--- config.mk ---
export PLATFORM = sky130hd
export DESIGN_NAME = parity_tx_sched
export DESIGN_NICKNAME = d
export VERILOG_FILES = /design/src/rtl/parity_pkg.sv /design/src/rtl/parity_tx_sched_rr_arbiter.sv /design/src/rtl/parity_tx_sched.sv
export SDC_FILE = /design/constraint.sdc
export NUM_CORES = 1
export LEC_CHECK = 0
export CORE_MARGIN = 1
export CORE_UTILIZATION = 25
export CTS_BUF_LIST = sky130_fd_sc_hd__clkbuf_16
export DETAILED_ROUTE_END_ITERATION = 16
export HOLD_SLACK_MARGIN = 0.1
export SLEW_MARGIN = 20
export SYNTH_ARGS = -nofsm -noshare
export SYNTH_HDL_FRONTEND = slang
export SYNTH_SLANG_ARGS = --single-unit
--- constraint.sdc ---
create_clock -name clk -period 3.75 [get_ports clk]
set_clock_uncertainty 0.15 [all_clocks]
set_input_delay 0.75 -clock clk [delete_from_list [all_inputs] [get_ports clk]]
set_output_delay 0.75 -clock clk [all_outputs]
set_load 0.03 [all_outputs]
--- src/rtl/parity_pkg.sv ---
// Shared definitions for the parity serial transmitter and its checker:
// frame state encoding, width helper and the parity rule.
package parity_pkg;

  typedef enum logic [1:0] {
    IDLE   = 2'd0,
    SHIFT  = 2'd1,
    PARITY = 2'd2,
    GAP    = 2'd3
  } state_t;

  // Width needed to index n values, never less than one bit.
  function automatic int clog2w(input int n);
    return (n <= 2) ? 1 : $clog2(n);
  endfunction

  // Even parity is the XOR of the word; odd parity is its complement.
  // Unused upper bits of the word must be zero.
  function automatic logic parity_of(input logic [63:0] word, input logic odd);
    return (^word) ^ odd;
  endfunction

endpackage

--- src/rtl/parity_tx_sched_rr_arbiter.sv ---
// Round-robin arbiter: picks the first asserted request after the last
// granted index and remembers the winner whenever a grant is taken.
module rr_arbiter
  import parity_pkg::*;
#(
  parameter int NUM_REQ = 4,
  localparam int IW = clog2w(NUM_REQ)
) (
  input  logic               clk,
  input  logic               rst_n,
  input  logic [NUM_REQ-1:0] req,
  input  logic               advance,
  output logic [NUM_REQ-1:0] grant,
  output logic [IW-1:0]      grant_idx
);

  logic [IW-1:0] last;
  logic [IW-1:0] cand;
  logic          found;

  // Search last+1, last+2, ... (wrapping) for the first active request.
  always_comb begin
    grant     = '0;
    grant_idx = '0;
    found     = 1'b0;
    cand      = '0;
    for (int k = 1; k <= NUM_REQ; k++) begin
      cand = IW'((int'(last) + k) % NUM_REQ);
      if (!found && req[cand]) begin
        found     = 1'b1;
        grant_idx = cand;
        grant[cand] = 1'b1;
      end
    end
  end

  // Pointer moves only when the winner is actually accepted.
  always_ff @(posedge clk or negedge rst_n) begin
    if (!rst_n) begin
      last <= IW'(NUM_REQ - 1);
    end else if (advance && found) begin
      last <= grant_idx;
    end
  end

endmodule

--- src/rtl/parity_tx_sched.sv ---
// Shares one serial parity transmitter between NUM_REQ word sources.
// Handshake: a word moves when req_valid[i] & req_ready[i] at posedge clk;
// req_ready is one-hot-or-zero and only opens in IDLE or in the last cycle
// of a frame, so a new frame can follow the previous one without a bubble.
module parity_tx_sched
  import parity_pkg::*;
#(
  parameter int NUM_REQ    = 4,
  parameter int NUM_BITS   = 8,
  parameter int GAP_CYCLES = 1,
  parameter int ODD_PARITY = 0,
  localparam int IW = clog2w(NUM_REQ),
  localparam int BW = clog2w(NUM_BITS + 1)
) (
  input  logic                        clk,
  input  logic                        rst_n,
  input  logic [NUM_REQ-1:0]          req_valid,
  input  logic [NUM_REQ*NUM_BITS-1:0] req_data,
  output logic [NUM_REQ-1:0]          req_ready,
  output logic                        wr_en,
  output logic                        data_out,
  output logic                        par_bit,
  output logic                        frame_start,
  output logic [IW-1:0]               grant_id,
  output logic                        busy
);

  state_t              state, state_nx;
  logic [BW-1:0]       bit_cnt, bit_cnt_nx;
  logic [7:0]          gap_cnt, gap_cnt_nx;
  logic [NUM_BITS-1:0] shreg, shreg_nx;
  logic                par_acc, par_acc_nx;
  logic                wr_en_nx, data_nx, par_nx, fs_nx, busy_nx;
  logic [IW-1:0]       gid_nx;

  logic [NUM_REQ-1:0]  grant;
  logic [IW-1:0]       grant_idx;
  logic                accept_win;
  logic                handshake;
  logic [NUM_BITS-1:0] word;

  rr_arbiter #(.NUM_REQ(NUM_REQ)) u_arb (
    .clk       (clk),
    .rst_n     (rst_n),
    .req       (req_valid),
    .advance   (accept_win),
    .grant     (grant),
    .grant_idx (grant_idx)
  );

  // Accept window: idle, or the final cycle of the current frame.
  always_comb begin
    accept_win = (state == IDLE)
              || ((state == PARITY) && (GAP_CYCLES == 0))
              || ((state == GAP) && (gap_cnt == 8'(GAP_CYCLES)));
    req_ready  = accept_win ? grant : '0;
    handshake  = accept_win && (|grant);
    word       = req_data[int'(grant_idx)*NUM_BITS +: NUM_BITS];
  end

  // Next state and next registered outputs; a handshake always starts a frame.
  always_comb begin
    state_nx   = state;
    bit_cnt_nx = bit_cnt;
    gap_cnt_nx = gap_cnt;
    shreg_nx   = shreg;
    par_acc_nx = par_acc;
    wr_en_nx   = 1'b0;
    data_nx    = 1'b0;
    par_nx     = 1'b0;
    fs_nx      = 1'b0;
    gid_nx     = grant_id;
    if (handshake) begin
      state_nx   = SHIFT;
      bit_cnt_nx = BW'(1);
      shreg_nx   = {word[NUM_BITS-2:0], 1'b0};
      par_acc_nx = parity_of(64'(word), ODD_PARITY != 0);
      wr_en_nx   = 1'b1;
      data_nx    = word[NUM_BITS-1];
      fs_nx      = 1'b1;
      gid_nx     = grant_idx;
    end else begin
      case (state)
        IDLE: begin
          state_nx = IDLE;
        end
        SHIFT: begin
          wr_en_nx = 1'b1;
          if (bit_cnt == BW'(NUM_BITS)) begin
            state_nx = PARITY;
            par_nx   = 1'b1;
            data_nx  = par_acc;
          end else begin
            data_nx    = shreg[NUM_BITS-1];
            shreg_nx   = {shreg[NUM_BITS-2:0], 1'b0};
            bit_cnt_nx = bit_cnt + BW'(1);
          end
        end
        PARITY: begin
          if (GAP_CYCLES == 0) begin
            state_nx = IDLE;
          end else begin
            state_nx   = GAP;
            gap_cnt_nx = 8'd1;
          end
        end
        GAP: begin
          if (gap_cnt == 8'(GAP_CYCLES)) begin
            state_nx = IDLE;
          end else begin
            gap_cnt_nx = gap_cnt + 8'd1;
          end
        end
        default: state_nx = IDLE;
      endcase
    end
    busy_nx = (state_nx != IDLE);
  end

  // State, datapath and registered serial outputs; reset aborts any frame.
  always_ff @(posedge clk or negedge rst_n) begin
    if (!rst_n) begin
      state       <= IDLE;
      bit_cnt     <= '0;
      gap_cnt     <= '0;
      shreg       <= '0;
      par_acc     <= 1'b0;
      wr_en       <= 1'b0;
      data_out    <= 1'b0;
      par_bit     <= 1'b0;
      frame_start <= 1'b0;
      grant_id    <= '0;
      busy        <= 1'b0;
    end else begin
      state       <= state_nx;
      bit_cnt     <= bit_cnt_nx;
      gap_cnt     <= gap_cnt_nx;
      shreg       <= shreg_nx;
      par_acc     <= par_acc_nx;
      wr_en       <= wr_en_nx;
      data_out    <= data_nx;
      par_bit     <= par_nx;
      frame_start <= fs_nx;
      grant_id    <= gid_nx;
      busy        <= busy_nx;
    end
  end

endmodule

== Word level (Yosys, flattened, before mapping) ==
Cells that the tools add are included.

* Register bits: 32
* Input port bits: 38
* Output and inout port bits: 11

* $add $sub $neg: 6
* Magnitude comparators: 8
* Equality and inequality tests: 7
* Shift-type cells: 1
* Muxes and demuxes: 50
* Bitwise operators: 4
* Reductions and logical operators: 22

{| class="wikitable"
|+ Operator list
! operator !! number
|-
| parity 64 bit || 1
|-
| 2-to-1 mux 4 bit || 8
|-
| 2-to-1 mux 8 bit || 4
|-
| indexed part select 32 x 6 -> 8 bit || 1
|-
| 2-to-1 mux 1 bit || 21
|-
| one-hot mux 8 bit (2 select lines) || 1
|-
| 2-to-1 mux 2 bit || 7
|-
| less-than comparator 2 x 3 -> 1 bit (second input constant) || 4
|-
| bitwise OR 4 bit || 3
|-
| logical AND 1 bit || 10
|-
| adder 8 x 1 -> 8 bit (second input constant) || 1
|-
| binary-select mux 1 bit (select 2 bit) || 4
|-
| demux 1 bit (select 2 bit) || 4
|-
| equality test 8 x 1 -> 1 bit (second input constant) || 1
|-
| >= comparator 2 x 1 -> 1 bit (second input constant) || 4
|-
| one-hot mux 2 bit (4 select lines) || 1
|-
| nonzero test 2 bit || 3
|-
| adder 2 x 1 -> 2 bit (second input constant) || 2
|-
| adder 2 bit (second input constant) || 2
|-
| adder 4 x 1 -> 4 bit (second input constant) || 1
|-
| equality test 2 bit (second input constant) || 2
|-
| equality test 4 bit (second input constant) || 1
|-
| inequality test 2 bit (second input constant) || 2
|-
| OR reduction 4 bit || 1
|-
| 7 further kinds || 9
|}

== Depth between registers and ports, before layout ==
Gate-level depths: netlist of run 1.

* Word-level depth: 17
* Mapped depth: 14

== Hierarchy ==
A second synthesis of run 1 with hierarchy kept.

* Cells, all modules: 224
* Area, all modules: 2321.0 um^2

{| class="wikitable"
|+ Modules (own cells, without submodules)
! module !! times used !! cells each !! area each (um^2) !! sequential area each (um^2)
|-
| parity_tx_sched || 1 || 158 || 1677.9 || 725.7
|-
| rr_arbiter || 1 || 66 || 643.1 || 52.6
|}

== Least setup slack after synthesis of run 1 ==
Ideal clock, no wire load.

* Path kind: flip-flop to flip-flop
* Start point: reg u_arb.last[0]
* End point: reg par_acc
* Arrival: 3.256 ns
* Required time: 3.463 ns
* Path slack: 0.207 ns
* Stages on the path, launching flop included: 15
* Path buffers: 2
* Cells stage by stage: dfstp_2 > buf_6 > inv_1 > ha_1 > mux4_2 > nor2b_4 > buf_6 > o21a_1 > o22ai_2 > nand2_4 > mux4_2 > xnor2_1 > xnor2_1 > xnor2_1 > a21oi_1

* Longest elaborated chain between the ends: 15
* Elaborated cells on any way between the ends: 56

{| class="wikitable"
|+ Ends and longest elaborated chain
! element !! line !! source
|-
| start: declaration || parity_tx_sched_rr_arbiter.sv:17 || <nowiki>logic [IW-1:0] last;</nowiki>
|-
| start signal: assignment || parity_tx_sched_rr_arbiter.sv:40 || <nowiki>last <= IW'(NUM_REQ - 1);</nowiki>
|-
| start signal: assignment || parity_tx_sched_rr_arbiter.sv:42 || <nowiki>last <= grant_idx;</nowiki>
|-
| adder 2 x 1 -> 2 bit || parity_tx_sched_rr_arbiter.sv:28 || <nowiki>cand = IW'((int'(last) + k) % NUM_REQ);</nowiki>
|-
| binary-select mux 1 bit (select 2 bit) || parity_tx_sched_rr_arbiter.sv:29 || <nowiki>if (!found && req[cand]) begin</nowiki>
|-
| 2-to-1 mux 1 bit (not written as such) || parity_tx_sched_rr_arbiter.sv:29 ||
|-
| 2-to-1 mux 1 bit || parity_tx_sched_rr_arbiter.sv:29 ||
|-
| zero test 1 bit || parity_tx_sched_rr_arbiter.sv:29 ||
|-
| logical AND 1 bit || parity_tx_sched_rr_arbiter.sv:29 ||
|-
| 2-to-1 mux 1 bit || parity_tx_sched_rr_arbiter.sv:29 ||
|-
| zero test 1 bit || parity_tx_sched_rr_arbiter.sv:29 ||
|-
| logical AND 1 bit || parity_tx_sched_rr_arbiter.sv:29 ||
|-
| 2-to-1 mux 1 bit || parity_tx_sched_rr_arbiter.sv:29 ||
|-
| zero test 1 bit || parity_tx_sched_rr_arbiter.sv:29 ||
|-
| logical AND 1 bit || parity_tx_sched_rr_arbiter.sv:29 ||
|-
| 2-to-1 mux 2 bit / 2-to-1 mux 4 bit (equally long branches) || parity_tx_sched_rr_arbiter.sv:29 ||
|-
| indexed part select 32 x 6 -> 8 bit / OR reduction 4 bit (equally long branches) || parity_tx_sched.sv:58, parity_tx_sched.sv:57 ||
|-
| parity 64 bit / logical AND 1 bit (equally long branches) || parity_pkg.sv:20, parity_tx_sched.sv:57 ||
|-
| end signal: assignment || parity_tx_sched.sv:139 || <nowiki>par_acc <= par_acc_nx;</nowiki>
|-
| end: declaration || parity_tx_sched.sv:32 || <nowiki>logic par_acc, par_acc_nx;</nowiki>
|}

Parallel ways exist; a longest one is shown, timed or not. The select of a mux whose other input is x is not followed.
A chain may end at the register's enable or synchronous reset.

== Final worst setup path of run 1 ==
* Start point: in req_valid[1]
* End point: out req_ready[2]

* Longest elaborated chain between the ends: 13
* Elaborated cells on any way between the ends: 25

{| class="wikitable"
|+ Ends and longest elaborated chain
! element !! line !! source
|-
| start: declaration || parity_tx_sched.sv:17 || <nowiki>input logic [NUM_REQ-1:0] req_valid,</nowiki>
|-
| binary-select mux 1 bit (select 2 bit) || parity_tx_sched_rr_arbiter.sv:29 ||
|-
| 2-to-1 mux 1 bit (not written as such) || parity_tx_sched_rr_arbiter.sv:29 ||
|-
| 2-to-1 mux 1 bit || parity_tx_sched_rr_arbiter.sv:29 ||
|-
| zero test 1 bit || parity_tx_sched_rr_arbiter.sv:29 ||
|-
| logical AND 1 bit || parity_tx_sched_rr_arbiter.sv:29 ||
|-
| 2-to-1 mux 1 bit || parity_tx_sched_rr_arbiter.sv:29 ||
|-
| zero test 1 bit || parity_tx_sched_rr_arbiter.sv:29 ||
|-
| logical AND 1 bit || parity_tx_sched_rr_arbiter.sv:29 ||
|-
| 2-to-1 mux 1 bit || parity_tx_sched_rr_arbiter.sv:29 ||
|-
| zero test 1 bit || parity_tx_sched_rr_arbiter.sv:29 ||
|-
| logical AND 1 bit || parity_tx_sched_rr_arbiter.sv:29 ||
|-
| 2-to-1 mux 4 bit (*) || parity_tx_sched_rr_arbiter.sv:29 ||
|-
| 2-to-1 mux 4 bit (*) || parity_tx_sched.sv:56 || <nowiki>req_ready = accept_win ? grant : '0;</nowiki>
|-
| end: declaration || parity_tx_sched.sv:19 || <nowiki>output logic [NUM_REQ-1:0] req_ready,</nowiki>
|}

Mark *: on every way between the ends. The rest lies on a longest branch, timed or not. The select of a mux whose other input is x is not followed.

==> summary.md, run 1 <==
| Metric | Value |
|---|---|
| Sequential Power Share | 0.174 |
| Post-synth EDFFs | 0 |
| Clock network power share | 0.131 |
| Hold Crit Depth | 1 |
| Seq/Total Area, Yosys | 0.372 |
| Final Critical Period | 3.63 ns |
| Syn. warnings | 0 |
| Worst R2R Path Depth | 12 |
| Netlist cell types | 41 |
| DRC viols | 0 |
| Root Driver | clkbuf_16 |
| Gpl congestion | 0.721 |
| Via count | between 1500 and 2000 |
| Peak supply drop | around 0.00042 V |
| Placed Cells incl. Taps | 366 |
| Synth top cells by count | dfrtp_1, nand2_1, nor2_1 |
| Initial core utilization | 0.265 |
| Core Region | 7890 sq um |
| P per Cell Area | 970 nW/um^2 |
| Gate power share | 0.695 |
| Grt ovf | 0 |
| Max-Slew Margin vs Limit | 0.649 |
| Number of max-cap violations | 0 |
| Crit-path cells | clkdlybuf4s50_1, mux4_2, nor2b_4, buf_4, a22oi_1, nor2_1, a221oi_2, nor2_1, buf_4 |
| Input/output buffers | 48 |
| Chip Width | ~93 um |
| Crit path max fanout | 5 |
| Psw | ~1200 uW |
| Clk sink count | 31 |
| Share of layout cells above drive strength 1 | 0.240 |
| Die ar. | 8730 sq um |
| Net Sw Frac | 0.404 |
| Critical path's largest stage delay | 0.50 ns |
| Number of antenna diodes | 0 |
| Final period utilization | 0.968 |
| Routed WL per cell | between 10 and 15 um |
| Nets | roughly 320 |
| Total track usage | 0.112 |
| Die Y | between 90 and 100 um |
| Ports | 49 |
| FMAX | 0.276 GHz |
| Placed inst area | around 2800 sq um |
| First-pass GRT wire length | 7690 um |
| #FFs+latches synth | 31 |
| Post-route cell area | about 3000 sq um |
| Synth top area cells | dfrtp_1, mux4_2, ha_1 |
| Worst slack, placed | -0.210 ns |
| Clock transition at path regs | 0.05 ns |
| Setup-failing EPs final | 0 |
| Avg Vias per Cell | between 4 and 5 |
| Worst-Skew Late Latency | about 0.28 ns |
| CTS tree | done |
| Final Max Slew Viols | 0 |
| CTS Hold Bufs | 0 |
| Number of DRC markers in iteration 0 | between 40 and 50 |
| Most common cell in the netlist | dfrtp_1 |
| Post-synth ARST share | 1.00 |
| Detailed Routing Iterations Pass 1 | 4 |
| CTS buffer count | 5 |
| HPWL after DPL | between 3000 and 4000 um |
| Detail Route Antenna Nets | 0 |
| Setup WS post-layout | about 0.12 ns |
| Worst Setup Start Kind | input port |
| Layout area overhead | 45.7% |
| Top_reg_cell synth | dfrtp_1 |
| Final cell count without fillers | 377 |
| Fillers | 773 |
| Average size of a mapped cell | approximately 10 sq um |
| Pin count of the biggest net entering global routing | 32 |
| Mapped Nets | roughly 260 |
| Post-Route WL | about 4700 um |
| Max clock buf depth | 2 |
| Internal Power | approximately 1800 uW |
| Hold slack | about 0.38 ns |
| Initial antenna violation count | 0 |
| Synth Instances | around 200 |
| Area leader, netlist | dfrtp_1 |
| Pleak | 0.00128 uW |
| Crit path arrival time | 2.73 ns |
| Rows | 32 |
| Nature of the critical path endpoint | output pin |
| Status | finished, final reports clean |
| Synthesized area | around 2100 sq um |
| Hold Crit Class | reg2reg |
| Critical path required time | 2.85 ns |
| Slowest cell on the critical path | mux4_2 |
| H-Tree Depth | 2 |
| Vias in the first global route | about 1700 |
| Crit path kind | in2out |
| RSZ-0062 raised after global routing | yes |
| Endpoints failing hold | 0 |
| Slew @ Worst Pin | roughly 0.53 ns |
| Yosys top cell area share | 0.347 |
-- worst max-delay path, delay by kind of cell --
| kind | cells | cell delay, ns |
|---|---|---|
| buf+inv | 3 | 0.79 |
| simple gates | 3 | 0.31 |
| mux | 1 | 0.50 |
| compound gates | 2 | 0.40 |
-- layout by cell type, fill, tap and decap left out, types with 3 or more instances in the layout --
| cell | instances |
|---|---|
| a21oi_1 | 5 |
| a221oi_2 | 4 |
| a22oi_1 | 4 |
| buf_4 | 22 |
| clkbuf_16 | 5 |
| clkdlybuf4s50_1 | 43 |
| dfrtp_1 | 29 |
| ha_1 | 12 |
| inv_1 | 10 |
| mux2i_1 | 9 |
| mux4_2 | 12 |
| nand2_1 | 25 |
| nand2b_1 | 3 |
| nand3_1 | 3 |
| nor2_1 | 21 |
| o21ai_0 | 16 |
| or2_2 | 3 |
| xnor2_1 | 5 |
| xnor2_2 | 4 |
| xor2_1 | 3 |
-- metal layers --
layer / global-route usage / routed length (um) / vias up
met5: 0 / 0 / -
met4: 0.0538 / 80 / 0
met3: 0.0195 / 188 / 8
met2: 0.170 / 2130 / 42
met1: 0.154 / 2290 / 828
li1: - / - / 868
-- timing repair --
item | CTS | global route
resized for setup | 0 | 13
buffers inserted | 0 | 2
endpoints found under the setup margin | 0 | 5
-- layout make-up --
type / count / area (sq um) / area share
Timing Repair Buffer: 68 / 648 / 0.213
Clock inverter: 3 / 16.3 / 0.00534
Clock buffer: 5 / 125 / 0.0411
Tap cell: 102 / 128 / 0.0419
Sequential cell: 31 / 778 / 0.256
Multi-Input combinational cell: 159 / 1320 / 0.432
Inverter: 9 / 33.8 / 0.0111
-- per-stage QoR --
stage               TNS [ns]  utilization  power [uW]
finish                     0        0.386        2950
global route               0        0.386        3170
CTS                        0        0.375        2780
detailed placement    -0.210        0.357        2380
global placement     -0.0945        0.357        2350
floorplan                  0            -        1830
-- path summary, 6_finish.rpt --
kind | startpoint | endpoint | slack (ns)
max | req_valid[1] | req_ready[2] | 0.12
min in group asynchronous | rst_n | gap_cnt[6]$_DFFE_PN0P_ | 0.72
min reg2reg | gap_cnt[4]$_DFFE_PN0P_ | gap_cnt[4]$_DFFE_PN0P_ | 0.38
min | gap_cnt[4]$_DFFE_PN0P_ | gap_cnt[4]$_DFFE_PN0P_ | 0.38
max reg2reg | u_arb.last[0]$_DFFE_PN1P_ | par_acc$_DFFE_PN0P_ | 0.36
max in group asynchronous | rst_n | u_arb.last[0]$_DFFE_PN1P_ | 2.40
-- flip-flops by register name, summed over array words and instances (netlist names) --
register	count
u_arb.last	2
state	2
par_bit	1
par_acc	1
bit_cnt	4
busy	1
data_out	1
frame_start	1
grant_id	2
shreg	7
wr_en	1
gap_cnt	8
-- power by group through the flow --
stage | clock, uW | combinational [uW] | sequential (uW)
global route | 405 | 2240 | 529
CTS | 391 | 1870 | 516
detailed placement | 0 | 1860 | 520
finish | 386 | 2050 | 514
global placement | 0 | 1830 | 520
floorplan | 0 | 1260 | 571
-- logic make-up (layout without fill, tap and decap cells) --
family                   Yosys count  count (layout)  synth area share
AND/OR/NAND/NOR                   73              74             0.166
AO/OA/AOI/OAI                     38              38             0.121
flip-flops                        31              31             0.372
multiplexers                      23              23             0.183
buffers and inverters             16              85            0.0359
adder cells (fa/ha/maj)           12              12            0.0718
XOR/XNOR                          12              12            0.0503
Note: power is estimated with default switching activity, not from simulation.
==> run 2: changes to the inputs <==
==> constraint.sdc (replaced) <==
create_clock -name clk -period 3.7 [get_ports clk]
set_clock_uncertainty 0.15 [all_clocks]
set_input_delay 0.74 -clock clk [delete_from_list [all_inputs] [get_ports clk]]
set_output_delay 0.74 -clock clk [all_outputs]
set_load 0.03 [all_outputs]
==> run 2 against run 1 <==
First-iteration DRC count up 2.4%; non-clock buffer count down 4; core utilization down 0.51 points; sequential share of layout area up 0.34 points; wire length down 3.3%; die area unchanged; clock power down 2%; cell area down 1.3%; global-route usage down 0.32 points; power down 3.8%; register-to-register slack worse by 0.18 ns; critical path type is now reg2out; count of clock-buffer cells in the layout unchanged.
==> summary.md, run 2 (synthesis results as in run 1) <==
| Metric | Value |
|---|---|
| Status | finished, final reports clean |
| Most frequent cells in the layout | clkdlybuf4s50_1, dfrtp_1, nand2_1 |
| Placed Cells incl. Taps | around 360 |
| Pleak | between 0.001 and 0.0015 uW |
| Die ar. | about 8700 sq um |
| Chip Width | 93.5 um |
| Net Sw Frac | 0.406 |
| First-pass GRT wire length | 7530 um |
| Crit path max fanout | 6 |
| Clock transition at path regs | around 0.05 ns |
| H-Tree Depth | 2 |
| Final Max Slew Viols | 0 |
| Nature of the critical path endpoint | output pin |
| Psw | around 1200 uW |
| Die Y | ~93 um |
| Crit path arrival time | 2.67 ns |
| Final period utilization | 0.963 |
| Pin count of the biggest net entering global routing | 32 |
| Worst slack, placed | -0.223 ns |
| Endpoints failing hold | 0 |
| Slew @ Worst Pin | ~0.57 ns |
| Fillers | just under 800 |
| Layout Utilization | 0.381 |
| Sequential Power Share | 0.186 |
| Clock network power share | 0.133 |
| Via count | around 1700 |
| P per Cell Area | 946 nW/um^2 |
| CTS Hold Bufs | 0 |
| Peak supply drop | between 0.0006 and 0.0007 V |
| Number of DRC markers in iteration 0 | 42 |
| Detail Route Antenna Nets | 0 |
| Max FFs per register | 8 |
| Gate power share | 0.681 |
| Total track usage | 0.109 |
| Nets | 320 |
| Hold Crit Class | reg2reg |
| Input/output buffers | 48 |
| Top flop regs | gap_cnt (8), shreg (7), bit_cnt (4) |
| Avg Vias per Cell | 4.58 |
| Worst Setup Start Kind | flip-flop |
| Setup tns final | 0 ns |
| Final cell count without fillers | around 370 |
| DRC viols | 0 |
| Clk sink count | 31 |
| Setup WS post-layout | about 0.14 ns |
| Largest Register | gap_cnt |
| Grt ovf | 0 |
| Gpl congestion | ~0.73 |
| Initial antenna violation count | 0 |
| Worst-Skew Late Latency | 0.27 ns |
| Critical path required time | approximately 2.8 ns |
| Max clock buf depth | 2 |
| Ports | around 50 |
| Number of max-cap violations | 0 |
| Setup-failing EPs final | 0 |
| HPWL after DPL | approximately 3300 um |
| Post-Route WL | between 4000 and 5000 um |
| Max-Slew Margin vs Limit | 0.622 |
| Root Driver | clkbuf_16 |
| CTS tree | done |
| Commonest non-fill, non-tap cell in the layout | clkdlybuf4s50_1 |
| Internal Power | between 1500 and 2000 uW |
| FMAX | 0.281 GHz |
| Core Region | between 7000 and 8000 sq um |
| Detailed Routing Iterations Pass 1 | 4 |
| Number of antenna diodes | 0 |
| Rows | 32 |
| CTS buffer count | 5 |
| Vias in the first global route | ~1700 |
| Final Critical Period | around 3.6 ns |
| Crit path kind | reg2out |
| Routed WL per cell | 12.2 um |
| Layout area overhead | 43.7% |
| Hold slack | approximately 0.38 ns |
| Share of layout cells above drive strength 1 | 0.221 |
| Initial core utilization | 0.265 |
## run 2: changes by cell type in the layout (fill, tap and decap cells not counted), sizes merged
cell           change
buf                -4
clkdlybuf4s50      -3
dlymetal6s2s       +3
clkinv             +1
inv                -1
## run 2: worst paths after layout
check / startpoint / to / slack, ns / depth (start not counted)
max: u_arb.last[0]$_DFFE_PN1P_ / req_ready[0] / 0.14 / 9
min: bit_cnt[0]$_DFFE_PN0P_ / bit_cnt[0]$_DFFE_PN0P_ / 0.38 / 1
max reg2reg: u_arb.last[0]$_DFFE_PN1P_ / par_acc$_DFFE_PN0P_ / 0.18 / 10
min reg2reg: bit_cnt[0]$_DFFE_PN0P_ / bit_cnt[0]$_DFFE_PN0P_ / 0.38 / 1
max in group asynchronous: rst_n / u_arb.last[1]$_DFFE_PN1P_ / 2.37 / 2
min in group asynchronous: rst_n / grant_id[1]$_DFFE_PN0P_ / 0.72 / 2
## run 2: repair_timing
action,in CTS,in global routing
cloned,0,1
endpoints found under the setup margin,4,5
gates resized for setup,4,10
pin swaps,0,2
hold endpoints to repair,0,0
setup buffers,0,0
## run 2: final cells by class
class	instances	area [sq um]	share of cell area
Clock buffer	5	125	0.0416
Clock inverter	3	15.0	0.00500
Inverter	9	33.8	0.0112
Multi-Input combinational cell	159	1310	0.437
Sequential cell	31	778	0.259
Tap cell	102	128	0.0425
Timing Repair Buffer	64	613	0.204
## run 2: critical path, stage by stage, from the launching register on
cell and delay (ns):
dfstp_2 0.59, inv_1 0.16, ha_4 0.32, mux4_2 0.30
or2_1 0.27, nor2_2 0.16, and2_2 0.23, a221oi_2 0.09
nor2_1 0.10, buf_4 0.17
## run 2: power groups by stage
stage / logic, uW / clock network (uW) / registers [uW]
after floorplan: 1270 / 0 / 579
after global placement: 1790 / 0 / 536
after detailed placement: 1820 / 0 / 533
after CTS: 1860 / 393 / 530
after global routing: 2130 / 406 / 548
final: 1940 / 378 / 530
## run 2: per-layer routing
metal	global-route usage	wire length, um	part of all wire	up-vias
li1	-	-	-	859
met1	0.143	2120	0.47	807
met4	0.0462	53	0.012	0
met5	0	0	0	-
met3	0.0268	190	0.042	5
met2	0.170	2170	0.48	39
## run 2: per-stage QoR
step	total power, uW	cell area (sq um)
floorplan	1850	2090
CTS	2780	2950
finish	2840	3010
detailed placement	2350	2790
global route	3080	3010
global placement	2330	2790
